==> src/rtl/fde_sequencer.sv <==
// Multi-cycle fetch/decode/execute control FSM. Owns the PC, decodes each
// opcode, issues one data-memory strobe per LOAD/STORE, waits MEM_LAT cycles
// for the memory, and counts retired instructions with saturation.
module fde_sequencer #(
  parameter int PC_W    = 5,
  parameter int OP_W    = 8,
  parameter int MEM_LAT = 1,
  parameter int CNT_W   = 8
) (
  input  logic             CLK,
  input  logic             reset_n,
  input  logic             start,
  input  logic [OP_W-1:0]  op_code,
  output logic [PC_W-1:0]  pc,
  output logic             mem_read,
  output logic             mem_write,
  output logic             load_en,
  output logic             busy,
  output logic             halted,
  output logic             illegal,
  output logic [CNT_W-1:0] retired
);

  // Wait counter only needs to hold MEM_LAT down to 1.
  localparam int WCNT_W = (MEM_LAT < 2) ? 1 : $clog2(MEM_LAT + 1);
  localparam logic [WCNT_W-1:0] WCNT_INIT = WCNT_W'(MEM_LAT);

  localparam logic [OP_W-1:0] OP_NOP   = OP_W'(0);
  localparam logic [OP_W-1:0] OP_LOAD  = OP_W'(1);
  localparam logic [OP_W-1:0] OP_STORE = OP_W'(2);
  localparam logic [OP_W-1:0] OP_HALT  = OP_W'(3);

  localparam logic [2:0] S_IDLE   = 3'd0;
  localparam logic [2:0] S_FETCH  = 3'd1;
  localparam logic [2:0] S_DECODE = 3'd2;
  localparam logic [2:0] S_EXEC   = 3'd3;
  localparam logic [2:0] S_WAIT   = 3'd4;
  localparam logic [2:0] S_HALT   = 3'd5;
  localparam logic [2:0] S_ERR    = 3'd6;

  logic [2:0]        state_q,   state_d;
  logic [PC_W-1:0]   pc_q,      pc_d;
  logic [OP_W-1:0]   ir_q,      ir_d;
  logic [WCNT_W-1:0] wcnt_q,    wcnt_d;
  logic [CNT_W-1:0]  retired_q, retired_d;
  logic              retire;

  // Next-state and datapath update logic for the sequencer FSM.
  always_comb begin
    // NOTE: every signal gets a default before the case so no path leaves it
    // unassigned; a missing default here would infer a latch.
    state_d = state_q;
    pc_d    = pc_q;
    ir_d    = ir_q;
    wcnt_d  = wcnt_q;
    retire  = 1'b0;
    case (state_q)
      S_IDLE: begin
        if (start) state_d = S_FETCH;
      end
      S_FETCH: begin
        ir_d    = op_code;
        state_d = S_DECODE;
      end
      S_DECODE: begin
        case (ir_q)
          OP_NOP: begin
            pc_d    = pc_q + PC_W'(1);
            retire  = 1'b1;
            state_d = S_FETCH;
          end
          OP_LOAD, OP_STORE: begin
            wcnt_d  = WCNT_INIT;
            state_d = S_EXEC;
          end
          OP_HALT: begin
            retire  = 1'b1;
            state_d = S_HALT;
          end
          default: state_d = S_ERR;
        endcase
      end
      S_EXEC: begin
        state_d = S_WAIT;
      end
      S_WAIT: begin
        wcnt_d = wcnt_q - WCNT_W'(1);
        if (wcnt_q == WCNT_W'(1)) begin
          pc_d    = pc_q + PC_W'(1);
          retire  = 1'b1;
          state_d = S_FETCH;
        end
      end
      S_HALT: begin
        if (start) begin
          pc_d    = '0;
          state_d = S_FETCH;
        end
      end
      S_ERR: begin
        state_d = S_ERR;
      end
      default: state_d = S_IDLE;
    endcase
    retired_d = (retire && (retired_q != '1)) ? retired_q + CNT_W'(1) : retired_q;
  end

  // State registers with synchronous active-low reset.
  always_ff @(posedge CLK) begin
    // NOTE: sequential state uses non-blocking assignments so every register
    // samples the pre-edge values regardless of statement order.
    if (!reset_n) begin
      state_q   <= S_IDLE;
      pc_q      <= '0;
      ir_q      <= '0;
      wcnt_q    <= '0;
      retired_q <= '0;
    end else begin
      state_q   <= state_d;
      pc_q      <= pc_d;
      ir_q      <= ir_d;
      wcnt_q    <= wcnt_d;
      retired_q <= retired_d;
    end
  end

  // Outputs decode only registered state, so they are stable for a full cycle.
  assign pc        = pc_q;
  assign retired   = retired_q;
  assign mem_read  = (state_q == S_EXEC) && (ir_q == OP_LOAD);
  assign mem_write = (state_q == S_EXEC) && (ir_q == OP_STORE);
  assign load_en   = (state_q == S_WAIT) && (wcnt_q == WCNT_W'(1)) && (ir_q == OP_LOAD);
  assign busy      = (state_q != S_IDLE) && (state_q != S_HALT) && (state_q != S_ERR);
  assign halted    = (state_q == S_HALT);
  assign illegal   = (state_q == S_ERR);

endmodule

==> config.mk <==
export PLATFORM = sky130hd
export DESIGN_NAME = fde_sequencer
export DESIGN_NICKNAME = d
export VERILOG_FILES = /design/src/rtl/fde_sequencer.sv
export SDC_FILE = /design/constraint.sdc
export NUM_CORES = 1
export LEC_CHECK = 0
export CAP_MARGIN = 20
export CORE_AREA = 2 2 70 72
export CTS_BUF_LIST = sky130_fd_sc_hd__clkbuf_2
export DETAILED_ROUTE_END_ITERATION = 10
export DIE_AREA = 0 0 72 74
export PLACE_DENSITY_LB_ADDON = 0.15
export SYNTH_ARGS = -nofsm -noshare
export SYNTH_HDL_FRONTEND = slang
export SYNTH_SLANG_ARGS = --single-unit
==> constraint.sdc <==
create_clock -name CLK -period 1.75 [get_ports CLK]
set_clock_uncertainty 0.2 [all_clocks]
set_input_delay 0.175 -clock CLK [delete_from_list [all_inputs] [get_ports CLK]]
set_output_delay 0.175 -clock CLK [all_outputs]
set_load 0.01 [all_outputs]
### Yosys cells after proc, flatten, opt, wreduce, memory -nomap -nowiden

Cells that the tools add are included.
W data, S select, Z words.

* bits in registers: 25
* output and inout port bits: 19

* add/subtract/negate cells: 3
* equality and inequality tests: 17
* muxes and demuxes: 13
* reduce and logical (&&, ||, !) cells: 18

Operator list (number)
* $pmux W3 S6: 1
* $eq A8 B2 Y1 const B: 2
* $mux W5: 3
* $pmux W5 S3: 1
* $eq A3 B3 Y1 const B: 3
* $pmux W3 S3: 1
* $add A8 B1 Y8 const B: 1
* $eq A8 B1 Y1 const B: 1
* $logic_not A8 Y1: 1
* $ne A2 B2 Y1 const B: 4
* $ne A8 B8 Y1 const B: 1
* $logic_and A1 B1 Y1: 7
* $eq A3 B2 Y1 const B: 2
* $mux W3: 2
* $ne A3 B3 Y1 const B: 2
* $reduce_bool A3 Y1: 2
* $reduce_or A2 Y1: 3
* $add A5 B1 Y5 const B: 1
* $pmux W1 S2: 2
* $reduce_and A2 Y1: 2
* $reduce_and A4 Y1: 1
* $eq A3 B1 Y1 const B: 1
* $logic_not A3 Y1: 1
* $mux W1: 3
* 3 further kinds: 3

### Logic depth before layout (Yosys ltp)

Gate-level depths: netlist of the first run.

* depth in word-level cells: 5
* depth in mapped cells: 6
* depth with buffers taken out: 5

### Worst setup path before layout of the first run

Ideal clock, no wire load.

* path kind: register -> register
* from: register ir_q[2]
* to: register retired_q[5] (netlist: retired[5])
* library setup time: 0.073 ns
* arrival: 1.595 ns
* slack: -0.118 ns
* stages on the path, launching flop included: 6
* buffers on the path: 1
* clock period less this slack: 1.868 ns
* cells stage by stage: dfxtp_1 -> nor4_4 -> a31oi_1 -> buf_2 -> or4_1 -> a21oi_1

* word-level cells in the longest chain between the ends: 5

RTL lines
* start, declared: line 43 `logic [OP_W-1:0] ir_q, ir_d;`
* start signal, assigned: line 121 `ir_q <= ir_d;`
* $eq A8 B2 Y1 / $logic_not A8 Y1 (equally long branches): line 66 `case (ir_q)`
* $reduce_or A2 Y1 (no source line) (*)
* $mux W1 (*): line 66
* $pmux W1 S2 (*): line 57 `case (state_q)`
* $logic_and A1 B1 Y1 (*): line 105 `retired_d = (retire && (retired_q != '1)) ? retired_q + CNT_W'(1) : retired_q;`
* end signal, assigned: line 123 `retired_q <= retired_d;`
* end, declared: line 45 `logic [CNT_W-1:0] retired_q, retired_d;`

Every way passes the cells marked *; elsewhere a longest branch is shown, timed or not.
A chain may end at the register's enable or synchronous reset.

### Worst setup path in the final report of the first run

* from: register ir_q[2]
* to: output load_en

* word-level cells in the longest chain between the ends: 2

RTL lines
* $eq A8 B1 Y1: line 132 `assign load_en = (state_q == S_WAIT) && (wcnt_q == WCNT_W'(1)) && (ir_q == OP_LOAD);`
* $logic_and A1 B1 Y1: line 132
* end, declared: line 17 `output logic load_en,`

No other way between the ends.

==> results of run 1 <==
worst max path at each step:
stage / end / slack (ns) / cells past startpoint / startpoint
floorplan: retired[5] / 0.006 / 5 / ir_q[7]
finish: load_en / -0.24 / 5 / ir_q[2]
detailed placement: load_en / -0.34 / 4 / ir_q[7]
global placement: load_en / -0.31 / 4 / ir_q[7]
global route: load_en / -0.35 / 5 / ir_q[2]
CTS: mem_write / -0.29 / 5 / ir_q[2]
per-layer routing:
metal  vias to the layer above  wire length [um]  GRT usage [%]
li1                        731                 -              -
met1                       679              1768          18.60
met2                        29              2001          24.38
met3                         8               113          2.033
met4                         0                78          6.918
met5                         -                 0              0
cell type report:
class / instances / area (um^2)
clock buffer: 3 / 15.01
clock inverter: 1 / 5.005
fill: 446 / 2331
inverter: 6 / 22.52
multi-input combinational: 124 / 962.2
sequential: 25 / 539.3
tap: 54 / 67.56
timing repair buffer: 77 / 655.6
logic make-up (layout without fill, tap and decap cells):
kind of cell / count (synthesis) / after routing / synth area share (%)
flops: 25 / 25 / 37.74
buf+inv: 16 / 87 / 4.622
compound gates: 36 / 36 / 17.55
mux: 7 / 7 / 5.283
fa+ha+maj: 2 / 2 / 1.886
simple gates: 76 / 76 / 30.94
xor+xnor: 3 / 3 / 1.981
critical path: stages (launching register included):
cell and delay [ns]:
dfxtp_2 0.40, nor4_4 0.30, nand2_2 0.10, buf_4 0.15, nor4_4 0.13, buf_2 0.17
cell usage in the layout (no fill, tap or decap), types with 2 or more instances in the layout:
master           Yosys  layout
and3_1               2       2
nand2_1             29      28
inv_1                5       4
dfxtp_2              0      13
nand3b_1             2       2
nor3_1               4       2
a211o_1              2       2
mux2i_1              7       7
nand2b_1             8       8
dfxtp_4              0       6
buf_4                0      39
dlygate4sd2_1        0       5
clkdlybuf4s50_1      0      15
nand3_4              0       2
buf_2                1       5
xnor2_1              2       2
dfxtp_1             25       6
dlymetal6s2s_1       0       3
nand3_1             10       7
a21oi_2              0       6
nor2_1               5       4
nor4_4               1       4
a21oi_1             20      14
o31ai_1              2       2
clkbuf_2             0       4
or4_1                3       2
buf_6                0       9
power by group through the flow:
stage	logic [mW]	clock network (mW)	registers [mW]
finish	0.560	0.238	0.641
global placement	0.393	0	0.650
floorplan	0.211	0	0.642
detailed placement	0.400	0	0.652
CTS	0.453	0.251	0.644
global route	0.603	0.275	0.648
stage by stage:
step                      hold WS [ns]  setup TNS (ns)  setup WS (ns)  util [%]
after floorplan                 0.1034               0       0.006432         -
after global placement          0.2579          -1.728        -0.3080     41.61
after detailed placement        0.2619          -2.631        -0.3409     41.61
after CTS                      0.09187          -1.822        -0.2889     43.67
after global routing           0.06996          -3.318        -0.3531     49.31
final                           0.1061          -1.762        -0.2375     49.31
sequential cells by signal, indices dropped and copies added (netlist names):
| name | count |
|---|---|
| ir_q | 8 |
| pc | 5 |
| retired | 8 |
| state_q | 3 |
| wcnt_q | 1 |
repair_timing:
action                                 4_1_cts  5_1_grt
buffers inserted                             3       10
pin swaps                                    3       15
endpoints found under the hold margin        0        0
setup endpoints to repair                   27       29
gates cloned                                 0        1
hold buffers                                 0        0
gates resized for setup                     57       48
==> flow_summary_export.csv, run 1 <==
group,metric,value,unit
die,dieWidth,72,um
worst_setup_path,start_kind,"flip-flop",
timing,tightest_slew,0.3791,ns
timing,grt_setup_unrepaired,"true",
status,outcome,"finished with violations",
layout,drive_above_1_share,45.34,%
die,die_h,74,um
layout,nets,250,
power,finalPower,1.440,mW
detailed_routing,drc,0,
place,gp_congestion,0.8088,
synth,synth_edf_count,0,
power,powerDensity,635.0,nW/um^2
clocking,numCtsBuffers,3,
global_routing,grt_usage,14.55,%
synth,synth.top_cell.area_share,37.74,%
timing,setup_slack,-0.2375,ns
die,die_area,5328,um^2
synth,yosysMostFrequentCell,"nand2_1",
power,swShare,34.10,%
timing,finalMaxSlewViolations,0,
global_routing,grt_pass1_wl,6120,um
timing,post-route-period-util,113.6,%
timing,slew_headroom,74.53,%
clocking,ctsRootBufferMaster,"clkbuf_2",
min_path,hp-start,"op_code[6]",
power,p_leak,0.9350,nW
global_routing,overflow,0,
power,p_int,948.7,uW
clocking,clock_path_buffers,2,
layout,syn_to_final_growth,70.94,%
layout,final_cells,290,
timing,fmax,503.2,MHz
min_path,hold_class,"in2reg",
synth,ys_ff_latch,25,
die,core,4598,um^2
synth,synth_cells,165,
detailed_routing,final_antenna_net_count,0,
power,power_frac_comb,38.9,%
detailed_routing,via_per_inst,4.990,
worst_setup_path,reg2reg_depth,6,
min_path,hold_end,"ir_q[6]",
global_routing,grt_pass1_vias,1357,
die,ios,30,
detailed_routing,vias,1447,
synth,synth_top_flop_cell,"dfxtp_1",
synth,synth_top_area_cell,"dfxtp_1",
clocking,cts_max_level,1,
synth,synth_cell_types,37,
worst_setup_path,endpoint_kind,"output pin",
detailed_routing,wirelength,3961,um
detailed_routing,first_pass_iters,4,
min_path,min_path_cells,3,
timing,final_hold_viol_count,0,
layout,n_antenna_cell,0,
synth,mappedNetlistArea,1326,um^2
synth,netlist_top_cells_area,"dfxtp_1 (38%), nand2_1 (8.2%), a21oi_1 (7.5%)",
worst_setup_path,worst_ep_required_time,1.37,ns
detailed_routing,first_iter_violations,41,
worst_setup_path,crit_type,"reg2out",
place,port_buffers,29,
timing,fin_crit,1.987,ns
layout,final_area,2267,um^2
synth,synth_nets,178,
place,dpl-instance-area,1913,um^2
clocking,clkSlewWorstSetupHoldPaths,0.26,ns
status,violations,"negative setup slack",
die,std_cell_rows,25,
worst_setup_path,critPathMaxFanout,2,
clocking,clk_latency,0.36,ns
place,dp_cells,272,
place,hpwl,2709,um
synth,synth_common_cells,"nand2_1 (29), dfxtp_1 (25), a21oi_1 (20)",
worst_setup_path,rr_startpoint,"ir_q[5]",
global_routing,antenna_found_initial,0,
synth,syn_area_per_cell,8.038,um^2
synth,async_flop_share,0,%
worst_setup_path,worstReg2RegEnd,"retired[5]",
power,ir_drop,262.1,uV
worst_setup_path,reg2reg_slack,-0.20,ns
power,sequentialPowerShare,44.6,%
synth,yosys_warnings,0,
clocking,cts.sinks,25,
power,pwr-share-clk,16.5,%
synth,synth-seq-area-share,37.74,%
detailed_routing,wl_per_cell,13.66,um
worst_setup_path,cp.arrival,1.61,ns
power,p_switching,491.0,uW
global_routing,grt_max_degree,15,
timing,setup_violations,18,
flow_run,maxCapViolCount,0,
die,initial_core_util,28.84,%
clocking,cts_tree,"done",
Power figures use the tool's default switching activity.
==> run 2: changes to the inputs <==
--- a/config.mk
+++ b/config.mk
@@ -6,10 +6,11 @@
 export NUM_CORES = 1
 export LEC_CHECK = 0
 export CAP_MARGIN = 20
-export CORE_AREA = 2 2 70 72
+export CORE_AREA = 2 2 57 59
 export CTS_BUF_LIST = sky130_fd_sc_hd__clkbuf_2
+export CTS_CLUSTER_SIZE = 20
 export DETAILED_ROUTE_END_ITERATION = 10
-export DIE_AREA = 0 0 72 74
+export DIE_AREA = 0 0 59 61
 export PLACE_DENSITY_LB_ADDON = 0.15
 export SYNTH_ARGS = -nofsm -noshare
 export SYNTH_HDL_FRONTEND = slang
==> run 2 against run 1 <==
  * The flow still finishes with violations (negative setup slack)
  * Sequential cell count stayed put
  * Critical path depth stayed put
  * Die area is 32% lower
  * Utilization is 25 points higher
  * Sequential share of layout area is 0.80 points higher
  * Clock-buffer cell count is 1 higher
  * Critical endpoint is now mem_read
==> flow_summary_export.csv, run 2 (synthesis results as in run 1) <==
group,metric,value,unit
clocking,hold_buffers,0,
timing,hold_slack,0.1262,ns
worst_setup_path,crit_path_top_delay_cell,"dfxtp_2",
timing,setup_violations,14,
timing,finalMaxSlewViolations,0,
layout,post-route-util,73.94,%
detailed_routing,drc,0,
timing,fin_crit,1.955,ns
detailed_routing,first_iter_violations,43,
global_routing,overflow,0,
clocking,cts_tree,"done",
global_routing,grt_pass1_vias,1451,
die,die_h,61,um
worst_setup_path,endpoint_kind,"output pin",
global_routing,grt_max_degree,18,
die,die_area,3599,um^2
worst_setup_path,start_kind,"flip-flop",
detailed_routing,vias,1451,
timing,grt_setup_unrepaired,"true",
clocking,cts.sinks,25,
layout,final_cell_mix,"buf_4 (29), nand2_1 (28), clkdlybuf4s50_1 (16)",
worst_setup_path,crit_cells,5,
worst_setup_path,critical_path.endpoint,"mem_read",
status,violations,"negative setup slack",
layout,seq_area,536.8,um^2
clocking,clkSlewWorstSetupHoldPaths,0.23,ns
power,pwr-share-clk,16.3,%
place,port_buffers,29,
place,dp_cells,248,
layout,multi_input_area,944.7,um^2
clocking,ctsRootBufferMaster,"clkbuf_2",
timing,final_hold_viol_count,0,
place,dpl-instance-area,1864,um^2
worst_setup_path,max_stage_delay,0.39,ns
detailed_routing,final_antenna_net_count,0,
worst_setup_path,crit_family,"simple AND/OR/NAND/NOR gates",
timing,tns,-1.784,ns
place,gp_congestion,0.8889,
layout,layout_commonest_cell,"buf_4",
worst_setup_path,worstReg2RegEnd,"retired[5]",
power,p_switching,476.8,uW
worst_setup_path,crit_chain,"nor4_4, nand2_2, buf_6, nor3_2, buf_2",
global_routing,grt_pass1_wl,6285,um
worst_setup_path,reg2reg_depth,6,
clocking,cts_max_level,1,
global_routing,antenna_found_initial,0,
layout,syn_to_final_growth,64.62,%
die,dieWidth,59,um
place,post-place-ws,-0.3190,ns
layout,final_cells,262,
timing,tightest_slew,0.4162,ns
power,ir_drop,399.8,uV
layout,n_antenna_cell,0,
timing,post-route-period-util,111.7,%
die,core,2953,um^2
worst_setup_path,cp.arrival,1.58,ns
status,outcome,"finished with violations",
worst_setup_path,rr_startpoint,"ir_q[6]",
detailed_routing,wirelength,3885,um
min_path,hold_class,"in2reg",
die,initial_core_util,44.92,%
min_path,hp-start,"op_code[6]",
timing,slew_headroom,72.04,%
power,power_frac_comb,39.0,%
power,finalPower,1.426,mW
clocking,numCtsBuffers,3,
worst_setup_path,crit_type,"reg2out",
worst_setup_path,critPathMaxFanout,3,
flow_run,maxCapViolCount,0,
worst_setup_path,worst_ep_required_time,1.37,ns
die,std_cell_rows,20,
global_routing,grt_usage,23.14,%
worst_setup_path,reg2reg_slack,-0.20,ns
layout,fillers,209,
worst_setup_path,crit_buf_inv,2,
place,hpwl,2512,um
power,sequentialPowerShare,44.6,%
clocking,clk_latency,0.35,ns
timing,setup_slack,-0.2047,ns
layout,drive_above_1_share,42.79,%
timing,fmax,511.6,MHz
detailed_routing,via_per_inst,5.538,
detailed_routing,first_pass_iters,4,
die,ios,30,
layout,final_area,2183,um^2
power,p_leak,0.8777,nW
power,p_int,949.2,uW
layout,nets,243,
power,powerDensity,653.1,nW/um^2
power,swShare,33.43,%
clocking,clock_path_buffers,2,
worst_setup_path,startpoint,"ir_q[2]",
detailed_routing,wl_per_cell,14.83,um
-- run 2: area by class of cell --
| type | count | area share, % |
|---|---|---|
| Clock buffer | 4 | 0.9169 |
| Inverter | 6 | 1.032 |
| Multi-Input combinational cell | 124 | 43.27 |
| Sequential cell | 25 | 24.58 |
| Tap cell | 33 | 1.891 |
| Timing Repair Buffer | 70 | 28.31 |
-- run 2: power by group through the flow --
| stage | combinational, mW | clock [mW] | sequential [mW] |
|---|---|---|---|
| 2_1_floorplan | 0.211 | 0 | 0.642 |
| 3_3_place_gp | 0.379 | 0 | 0.649 |
| 3_5_place_dp | 0.390 | 0 | 0.651 |
| 4_1_cts | 0.501 | 0.245 | 0.638 |
| 5_1_grt | 0.597 | 0.269 | 0.643 |
| 6_report | 0.557 | 0.233 | 0.637 |
-- run 2: what timing repair did --
action,in CTS,in global routing
cloned,1,0
pin swaps,12,7
buffers inserted,8,4
resized for setup,78,29
endpoints found under the setup margin,25,29
-- run 2: worst min path at each step --
stage | end | depth (start not counted)
global route | ir_q[6] | 3
CTS | ir_q[6] | 3
finish | ir_q[6] | 3
global placement | pc[4] | 2
detailed placement | pc[4] | 2
floorplan | ir_q[7] | 2
-- run 2: routing by layer --
metal  up-vias  GRT usage, %  part of all wire, %
met4         0         12.99                  2.6
met2        37         44.29                   53
met3        14         2.345                  2.5
met1       684         24.68                   42
met5         -             0                    0
li1        716             -                    -
-- run 2: tightest hold or removal path: cells and delay by family --
kind,cells,cell delay [ns]
and+or+nand+nor,1,0.05
buffers and inverters,1,0.39
AOI/OAI and AO/OA,1,0.05
